`src/rtl/conv_pkg.sv`:
```
// Shared definitions for the 3x3 convolution window accumulator:
// parameter defaults, FSM state encoding and the pixel clamp ceiling.
package conv_pkg;

  localparam int DATA_W_DEF = 12;
  localparam int TAPS_DEF   = 9;
  localparam int ACC_W_DEF  = 16;
  localparam int SHIFT_DEF  = 4;

  // Largest value an 8-bit output pixel can carry.
  localparam int PIX_MAX = 255;

  typedef enum logic [1:0] {
    IDLE  = 2'd0,
    ACCUM = 2'd1,
    DONE  = 2'd2
  } state_e;

endpackage

```
`src/rtl/acc_cla_adder.sv`:
```
// Combinational carry-lookahead adder (Kogge-Stone parallel prefix).
// No carry-in; the carry-out is discarded, so the sum is truncated to W bits.
module acc_cla_adder
  import conv_pkg::*;
#(
  parameter int W = ACC_W_DEF
) (
  input  logic [W-1:0] a,
  input  logic [W-1:0] b,
  output logic [W-1:0] sum
);

  localparam int STAGES = (W > 1) ? $clog2(W) : 1;

  logic [W-1:0] gen_s  [0:STAGES];
  logic [W-1:0] prop_s [0:STAGES];
  logic [W-1:0] half_sum;

  // Prefix tree: after the last stage gen_s[STAGES][i] is the carry out of bit i.
  always_comb begin
    half_sum  = a ^ b;
    gen_s[0]  = a & b;
    prop_s[0] = a ^ b;
    for (int s = 0; s < STAGES; s++) begin
      for (int i = 0; i < W; i++) begin
        if (i >= (1 << s)) begin
          gen_s[s+1][i]  = gen_s[s][i] | (prop_s[s][i] & gen_s[s][i - (1 << s)]);
          prop_s[s+1][i] = prop_s[s][i] & prop_s[s][i - (1 << s)];
        end else begin
          gen_s[s+1][i]  = gen_s[s][i];
          prop_s[s+1][i] = prop_s[s][i];
        end
      end
    end
  end

  // Bit i sums its half-sum with the carry coming out of bit i-1.
  always_comb begin
    sum    = half_sum;
    for (int i = 1; i < W; i++) begin
      sum[i] = half_sum[i] ^ gen_s[STAGES][i-1];
    end
  end

endmodule

```
`src/rtl/conv_window_accumulator.sv`:
```
// Window accumulator: sums TAPS unsigned products per window and hands the
// result to the pixel writer. Optional build macro PIXEL_CLAMP_EN turns the
// result into an 8-bit pixel: min(sum >> SHIFT, 255), zero-extended.
//
// Handshakes: a transfer happens on a rising clk edge where valid && ready are
// both high. in_ready depends only on the FSM state (low only in DONE); a
// producer may hold in_valid as long as it likes. out_valid stays high with
// out_data stable until out_ready is seen high. flush overrides both.
module conv_window_accumulator
  import conv_pkg::*;
#(
  parameter int DATA_W = DATA_W_DEF,
  parameter int TAPS   = TAPS_DEF,
  parameter int ACC_W  = ACC_W_DEF,
  parameter int SHIFT  = SHIFT_DEF
) (
  input  logic              clk,
  input  logic              rst_n,
  input  logic              in_valid,
  output logic              in_ready,
  input  logic [DATA_W-1:0] in_data,
  input  logic              in_last,
  input  logic              flush,
  output logic              out_valid,
  input  logic              out_ready,
  output logic [ACC_W-1:0]  out_data,
  output logic              err
);

  localparam int CNT_W = $clog2(TAPS + 1);

  state_e             state_q, state_d;
  logic [ACC_W-1:0]   acc_q, acc_d;
  logic [CNT_W-1:0]   tap_cnt_q, tap_cnt_d;
  logic               out_valid_q, out_valid_d;
  logic [ACC_W-1:0]   out_data_q, out_data_d;
  logic               err_q, err_d;

  logic [ACC_W-1:0]   data_ext;
  logic [ACC_W-1:0]   acc_sum;
  logic               in_fire;
  logic               out_fire;
  logic               is_last_tap;

  // Clamp a window sum to an 8-bit pixel after scaling down by SHIFT.
  function automatic logic [ACC_W-1:0] clamp_pixel(input logic [ACC_W-1:0] s);
    logic [ACC_W-1:0] shifted;
    shifted = s >> SHIFT;
    if (shifted > ACC_W'(PIX_MAX)) begin
      return ACC_W'(PIX_MAX);
    end
    return shifted;
  endfunction

  // Result formatting is the only difference between the two builds.
  function automatic logic [ACC_W-1:0] format_result(input logic [ACC_W-1:0] s);
`ifdef PIXEL_CLAMP_EN
    return clamp_pixel(s);
`else
    return s;
`endif
  endfunction

  assign data_ext = ACC_W'(in_data);
  assign in_ready = (state_q != DONE);
  assign in_fire  = in_valid && in_ready;
  assign out_fire = out_valid_q && out_ready;

  acc_cla_adder #(
    .W(ACC_W)
  ) u_adder (
    .a  (acc_q),
    .b  (data_ext),
    .sum(acc_sum)
  );

  // The tap being accepted is number tap_cnt_q+1 (number 1 while idle).
  always_comb begin
    if (state_q == IDLE) begin
      is_last_tap = (TAPS == 1);
    end else begin
      is_last_tap = (tap_cnt_q == CNT_W'(TAPS - 1));
    end
  end

  // Next-state logic: flush first, then the per-state handshake handling.
  always_comb begin
    state_d     = state_q;
    acc_d       = acc_q;
    tap_cnt_d   = tap_cnt_q;
    out_valid_d = out_valid_q;
    out_data_d  = out_data_q;
    err_d       = 1'b0;
    if (flush) begin
      state_d     = IDLE;
      acc_d       = '0;
      tap_cnt_d   = '0;
      out_valid_d = 1'b0;
    end else begin
      case (state_q)
        IDLE: begin
          if (in_fire) begin
            acc_d     = data_ext;
            tap_cnt_d = CNT_W'(1);
            err_d     = (in_last != is_last_tap);
            if (is_last_tap) begin
              state_d     = DONE;
              out_valid_d = 1'b1;
              out_data_d  = format_result(data_ext);
            end else begin
              state_d = ACCUM;
            end
          end
        end
        ACCUM: begin
          if (in_fire) begin
            acc_d     = acc_sum;
            tap_cnt_d = tap_cnt_q + CNT_W'(1);
            err_d     = (in_last != is_last_tap);
            // in_last never closes a window; only the tap count does.
            if (is_last_tap) begin
              state_d     = DONE;
              out_valid_d = 1'b1;
              out_data_d  = format_result(acc_sum);
            end
          end
        end
        DONE: begin
          if (out_fire) begin
            state_d     = IDLE;
            acc_d       = '0;
            tap_cnt_d   = '0;
            out_valid_d = 1'b0;
          end
        end
        default: begin
          state_d     = IDLE;
          acc_d       = '0;
          tap_cnt_d   = '0;
          out_valid_d = 1'b0;
        end
      endcase
    end
  end

  // State and registered outputs; reset clears everything immediately.
  always_ff @(posedge clk or negedge rst_n) begin
    if (!rst_n) begin
      state_q     <= IDLE;
      acc_q       <= '0;
      tap_cnt_q   <= '0;
      out_valid_q <= 1'b0;
      out_data_q  <= '0;
      err_q       <= 1'b0;
    end else begin
      state_q     <= state_d;
      acc_q       <= acc_d;
      tap_cnt_q   <= tap_cnt_d;
      out_valid_q <= out_valid_d;
      out_data_q  <= out_data_d;
      err_q       <= err_d;
    end
  end

  assign out_valid = out_valid_q;
  assign out_data  = out_data_q;
  assign err       = err_q;

endmodule
```
`config.mk`:
```
export PLATFORM = sky130hd
export DESIGN_NAME = conv_window_accumulator
export DESIGN_NICKNAME = d
export VERILOG_FILES = /design/src/rtl/conv_pkg.sv /design/src/rtl/acc_cla_adder.sv /design/src/rtl/conv_window_accumulator.sv
export SDC_FILE = /design/constraint.sdc
export NUM_CORES = 1
export LEC_CHECK = 0
export CORE_MARGIN = 3
export CORE_UTILIZATION = 33
export DETAILED_ROUTE_END_ITERATION = 6
export PLACE_DENSITY = 0.51
export SLEW_MARGIN = 10
export SYNTH_ARGS = -nofsm -noshare
export SYNTH_HDL_FRONTEND = slang
export SYNTH_SLANG_ARGS = --single-unit
```
`constraint.sdc`:
```
create_clock -name clk -period 3.6 [get_ports clk]
set_input_delay 0.72 -clock clk [delete_from_list [all_inputs] [get_ports clk]]
set_output_delay 0.72 -clock clk [all_outputs]
set_load 0.02 [all_outputs]
```
Word level (Yosys, flattened, before mapping)

Cells that the tools add are included.

Muxes and demuxes: 31
Equal/unequal tests: 15
Reduce and logical (&&, ||, !) cells: 9
Add/subtract/negate cells: 1
Bitwise logic cells: 139

Operators by type and width:

| operator                                      | number |
|---|---|
| two-way mux 16 bit                            | 8 |
| AND 1 bit                                     | 76 |
| one-hot mux 16 bit (3 select lines)           | 1 |
| OR 1 bit                                      | 45 |
| one-hot mux 16 bit (2 select lines)           | 1 |
| two-way mux 4 bit                             | 4 |
| XOR 16 x 12 -> 16 bit                         | 1 |
| AND 15 x 12 -> 15 bit                         | 1 |
| XOR 1 bit                                     | 15 |
| two-way mux 2 bit                             | 6 |
| != test 3 bit, second input constant          | 4 |
| one-hot mux 4 bit (3 select lines)            | 1 |
| != test 2 bit, second input constant          | 5 |
| two-way mux 1 bit                             | 8 |
| != test 3 x 1 -> 1 bit, second input constant | 2 |
| one-hot mux 2 bit (3 select lines)            | 1 |
| AND reduction 3 bit                           | 2 |
| AND reduction 6 bit                           | 1 |
| adder 4 x 1 -> 4 bit, second input constant   | 1 |
| == test 4 bit, second input constant          | 1 |
| AND reduction 4 bit                           | 1 |
| == test 2 x 1 -> 1 bit, second input constant | 1 |
| == test 2 bit, second input constant          | 1 |
| logical AND 1 bit                             | 2 |
| 6 further kinds                               | 6 |

Output and inout bits: 19
Register bits: 40

Logic depth before layout (Yosys ltp)

Depth after elaboration: 12
Gate-level depth with buffers: 8
Gate-level depth less buffers: 8

Hierarchy

A second synthesis with hierarchy kept.

Cell total of the unflattened synthesis: 261
Area total of the unflattened synthesis: 2,638.8 um^2

Modules (own cells, without submodules):

| module                  | sequential area each (um^2) | instances | area an instance (um^2) | cells an instance |
|---|---|---|---|---|
| conv_window_accumulator | 1,001.0                     | 1         | 1,873.0                 | 158 |
| acc_cla_adder           | 0.0                         | 1         | 765.7                   | 103 |

Worst setup path after synthesis

OpenSTA, ideal clock, no wires.

Path type: input to register
Start point: in in_data[0]
End point: reg out_data_q[10], in the netlist out_data[10]
Cell stages on the path: 8
Setup slack: 1.088 ns
Data required time: 3.505 ns
Library setup time: 0.095 ns
Data arrival time: 2.417 ns
Path through: ha_1 > fa_1 > a211oi_1 > o21ai_1 > a21oi_2 > nor2_1 > xnor2_1 > o31ai_1

Longest elaborated chain between the ends: 9

RTL lines:

| element                             | line                           | RTL |
|---|---|---|
| from (decl)                         | conv_window_accumulator.sv:21  | `input logic [DATA_W-1:0] in_data,` |
| AND 15 x 12 -> 15 bit               | acc_cla_adder.sv:22            | `gen_s[0] = a & b;` |
| AND 1 bit                           | acc_cla_adder.sv:27            | `gen_s[s+1][i] = gen_s[s][i] \| (prop_s[s][i] & gen_s[s][i - (1 << s)]);` |
| OR 1 bit                            | acc_cla_adder.sv:27            |  |
| AND 1 bit                           | acc_cla_adder.sv:27            |  |
| OR 1 bit                            | acc_cla_adder.sv:27            |  |
| XOR 1 bit                           | acc_cla_adder.sv:41            | `sum[i] = half_sum[i] ^ gen_s[STAGES][i-1];` |
| two-way mux 16 bit                  | conv_window_accumulator.sv:121 | `if (is_last_tap) begin` |
| two-way mux 16 bit                  | conv_window_accumulator.sv:116 | `if (in_fire) begin` |
| one-hot mux 16 bit (2 select lines) | conv_window_accumulator.sv:100 | `case (state_q)` |
| to (signal assigned)                | conv_window_accumulator.sv:160 | `out_data_q <= out_data_d;` |
| to (decl)                           | conv_window_accumulator.sv:36  | `logic [ACC_W-1:0] out_data_q, out_data_d;` |

Every way passes these cells. The select of a mux whose other input is x is not followed.
A chain may end at the register's enable or synchronous reset.

Worst setup path after layout

Ends and elaborated chain as after synthesis.

==> qor.txt <==
r2r endpoint: out_data[10]
Synth Register Bits: 40
1st-iter DRT viols: 140
Setup violations, final: 0
Cell Rows: 31
Post-synth ARST share: 100%
Clock H-tree levels: 2
Crit path largest cell delay: 0.43 ns
Tot GR Track Use: 16.2%
post-route setup slack: 0.705 ns
DRC viols: 0
Max VDD drop: 0.197 mV
Reg2Reg Launch Point: acc_q[0]
sw frac: 30.5%
combinational share of power: 24.8%
clock latency at the later pin of the worst-skew pair: 0.29 ns
Seq/Total Area, Yosys: 40.2%
Mapped Cells: 280
Slew Limit Fails: 0
Seq. cell area: 0.00100 mm^2
Final Skew: 0.00874 ns
fmax: 345 MHz
Multi-input gate area: 0.00143 mm^2
postcts setup bufs: 0
root buf cell: clkbuf_8
switching pwr: 0.349 mW
critical-path cell list: clkdlybuf4s50_1, ha_1, fa_1, a211oi_1, o21ai_1, a21oi_2, nor2_1, xnor2_1, o31ai_1
relative slew slack: 36.1%
Filler cells: 764
grt ovf: 0
gp weighted congestion: 0.810
CP Capture Type: register
Yosys cell types: 53
post-CTS sizing: 0
startpoint class of the critical path: input port
starting density of the core: 34.2%
Die ar.: 0.00863 mm^2
hold path cells: 2
Reg power frac: 42.8%
Final period util: 80.4%
setup TNS: 0 ns
Post-Syn Area per Cell: 8.90 um^2
critical path's slowest cell: clkdlybuf4s50_1
Hold Fails Final Rpt: 0
Hold EP: out_data[1]
total CTS buffers: 5
Worst Path Arrival: 3.09 ns
share of post-route cells with drive strength above 1: 9.03%
R2R depth: 8
status: finished clean
RSZ-0062 raised after global routing: false
HPWL reported at the end of detailed placement: 4650 um
Area Overhead vs Synth: 24.0%
total core area: 0.00729 mm^2
Routed wire per std cell: 15.3 um
Worst Setup Path Type: in -> reg
hold slack: 0.482 ns
DR pass1 iterations: 4
CTS tree: built
Final Util: 42.4%
vias in the first global route: 2132
number of flops mapped to enable cells by yosys: 0
Hold Path Origin: out_data[1]
die width: 92.9 um
Routed Antenna Nets: 0
Antenna Diode Count: 0
vias per cell: 5.23
leakage power: 1.34 nW
Via Count: 2197
minimum clock period: 2.89 ns
P_int: 0.796 mW
first-pass GRT wire length: 11100 um
placed instance area: 0.00298 mm^2
Max Buffers Root-to-Sink: 2
Max-cap violations: 0
synthesized area: 0.00249 mm^2
clock-pin slew on the worst setup and hold paths: 0.08 ns
Design Area, Final: 0.00309 mm^2
Final #Nets: 353
IO Pins: 37
cell family with most CP delay: compound AO/OA/AOI/OAI gates
ys flop type: dfrtp_1
Die Ht: 92.9 um
worst hold path class: reg -> reg
Yosys Warn Count: 0
I/O Buffers: 36
PD cells: 370 mW/mm^2
Routed Wire Length: 6450 um
initial antenna violation count: 0
Mapped Nets: 313
Critical Path RT: 3.80 ns
Hold-fix buffers, CTS: 0
r2r setup slk: 1.18 ns
largest net degree at the start of global routing: 41
dpl ws: 0.394 ns
clock network power share: 32.4%
Crit path buffers/inverters: 1
# clock sinks: 40
Crit Path Max Fanout: 4
worst-margin pin slew: 0.959 ns
==> logic make-up (layout without fill, tap and decap cells) <==
logic type      Yosys count  count (layout)  synth area share (%)
flops                    40              40                  40.2
fa+ha+maj                15              15                  7.83
buf+inv                  15              56                  2.41
simple gates             99              99                  18.6
mux                       9               9                  3.71
compound gates           94              94                  24.5
xor+xnor                  8               8                  2.81
==> synth_stat cells, types with 4 or more instances <==
cell type,n,area [um^2]
dfrtp_1,40,1000
xnor2_1,5,43.8
a31oi_1,4,25.0
a22oi_1,4,30.0
a21oi_2,5,43.8
inv_1,5,18.8
ha_1,14,175
clkbuf_1,6,22.5
o21ai_0,23,115
a21oi_1,19,95.1
nand2_1,38,143
nand2b_1,6,37.5
nor2_1,21,78.8
o21ai_1,4,20.0
nor2b_1,5,31.3
o31ai_1,5,37.5
a21o_1,6,45.0
a211oi_1,4,30.0
nor3_1,9,45.0
mux2i_1,7,70.1
==> cell type report <==
type	instances	share of cell area (%)
Clock buffer	6	2.35
Clock inverter	2	1.13
Inverter	5	0.607
Multi-Input combinational cell	225	46.3
Sequential cell	40	32.4
Tap cell	99	4.01
Timing Repair Buffer	43	13.2
==> layer usage <==
metal	vias up	wire, um	share of wire, %	track usage, %
met5	-	0	0	0
met4	0	58	0.90	4.40
met3	4	235	3.6	3.09
met2	39	2900	45	24.4
met1	1050	3250	50	23.7
li1	1104	-	-	-
==> power by group through the flow <==
| stage | clock network [mW] | registers, mW | logic, mW |
|---|---|---|---|
| 6_report | 0.370 | 0.490 | 0.284 |
| 5_1_grt | 0.406 | 0.495 | 0.322 |
| 4_1_cts | 0.386 | 0.491 | 0.286 |
| 3_5_place_dp | 0 | 0.499 | 0.285 |
| 3_3_place_gp | 0 | 0.499 | 0.286 |
| 2_1_floorplan | 0 | 0.497 | 0.195 |
==> state kept, by name (all words and copies together), names as in the netlist <==
signal,count
out_data,16
acc_q,16
state_q,2
err,1
out_valid,1
tap_cnt_q,4
==> cells in the final DEF, fill, tap and decap left out, drive strengths merged, types with 4 or more instances in the layout <==
cell type	count
ha	14
mux2i	7
nand2	39
nor2b	6
clkbuf	6
a21o	6
xnor2	5
o31ai	5
buf	8
nand2b	6
clkdlybuf4s50	35
a21oi	24
nor3	9
o21ai	27
nor2	23
a31oi	4
a22oi	4
a211oi	4
dfrtp	40
inv	5
==> per-stage QoR <==
step,cells,power (mW)
5_1_grt,420,1.22
4_1_cts,420,1.16
6_report,420,1.14
2_1_floorplan,280,0.692
3_3_place_gp,412,0.785
3_5_place_dp,412,0.784
==> how the worst max path moves through the flow <==
stage                    start      endpoint  slack (ns)  cells after the start
global route        in_data[0]  out_data[10]        0.51                      9
finish              in_data[0]  out_data[10]        0.71                      9
detailed placement  in_data[0]  out_data[10]        0.39                      9
global placement    in_data[0]  out_data[10]        0.43                      9
floorplan           in_data[0]  out_data[10]        1.09                      8
CTS                 in_data[0]  out_data[10]        0.70                      9
==> worst register-to-register path: stages, from the launching register on <==
cell and delay (ns):
dfrtp_1 0.40, ha_1 0.21, fa_1 0.42, a211oi_1 0.40, o21ai_1 0.18, a21oi_2 0.26
nor2_1 0.08, xnor2_1 0.14, o31ai_1 0.22
No activity file was read; power rests on OpenSTA's default activity.
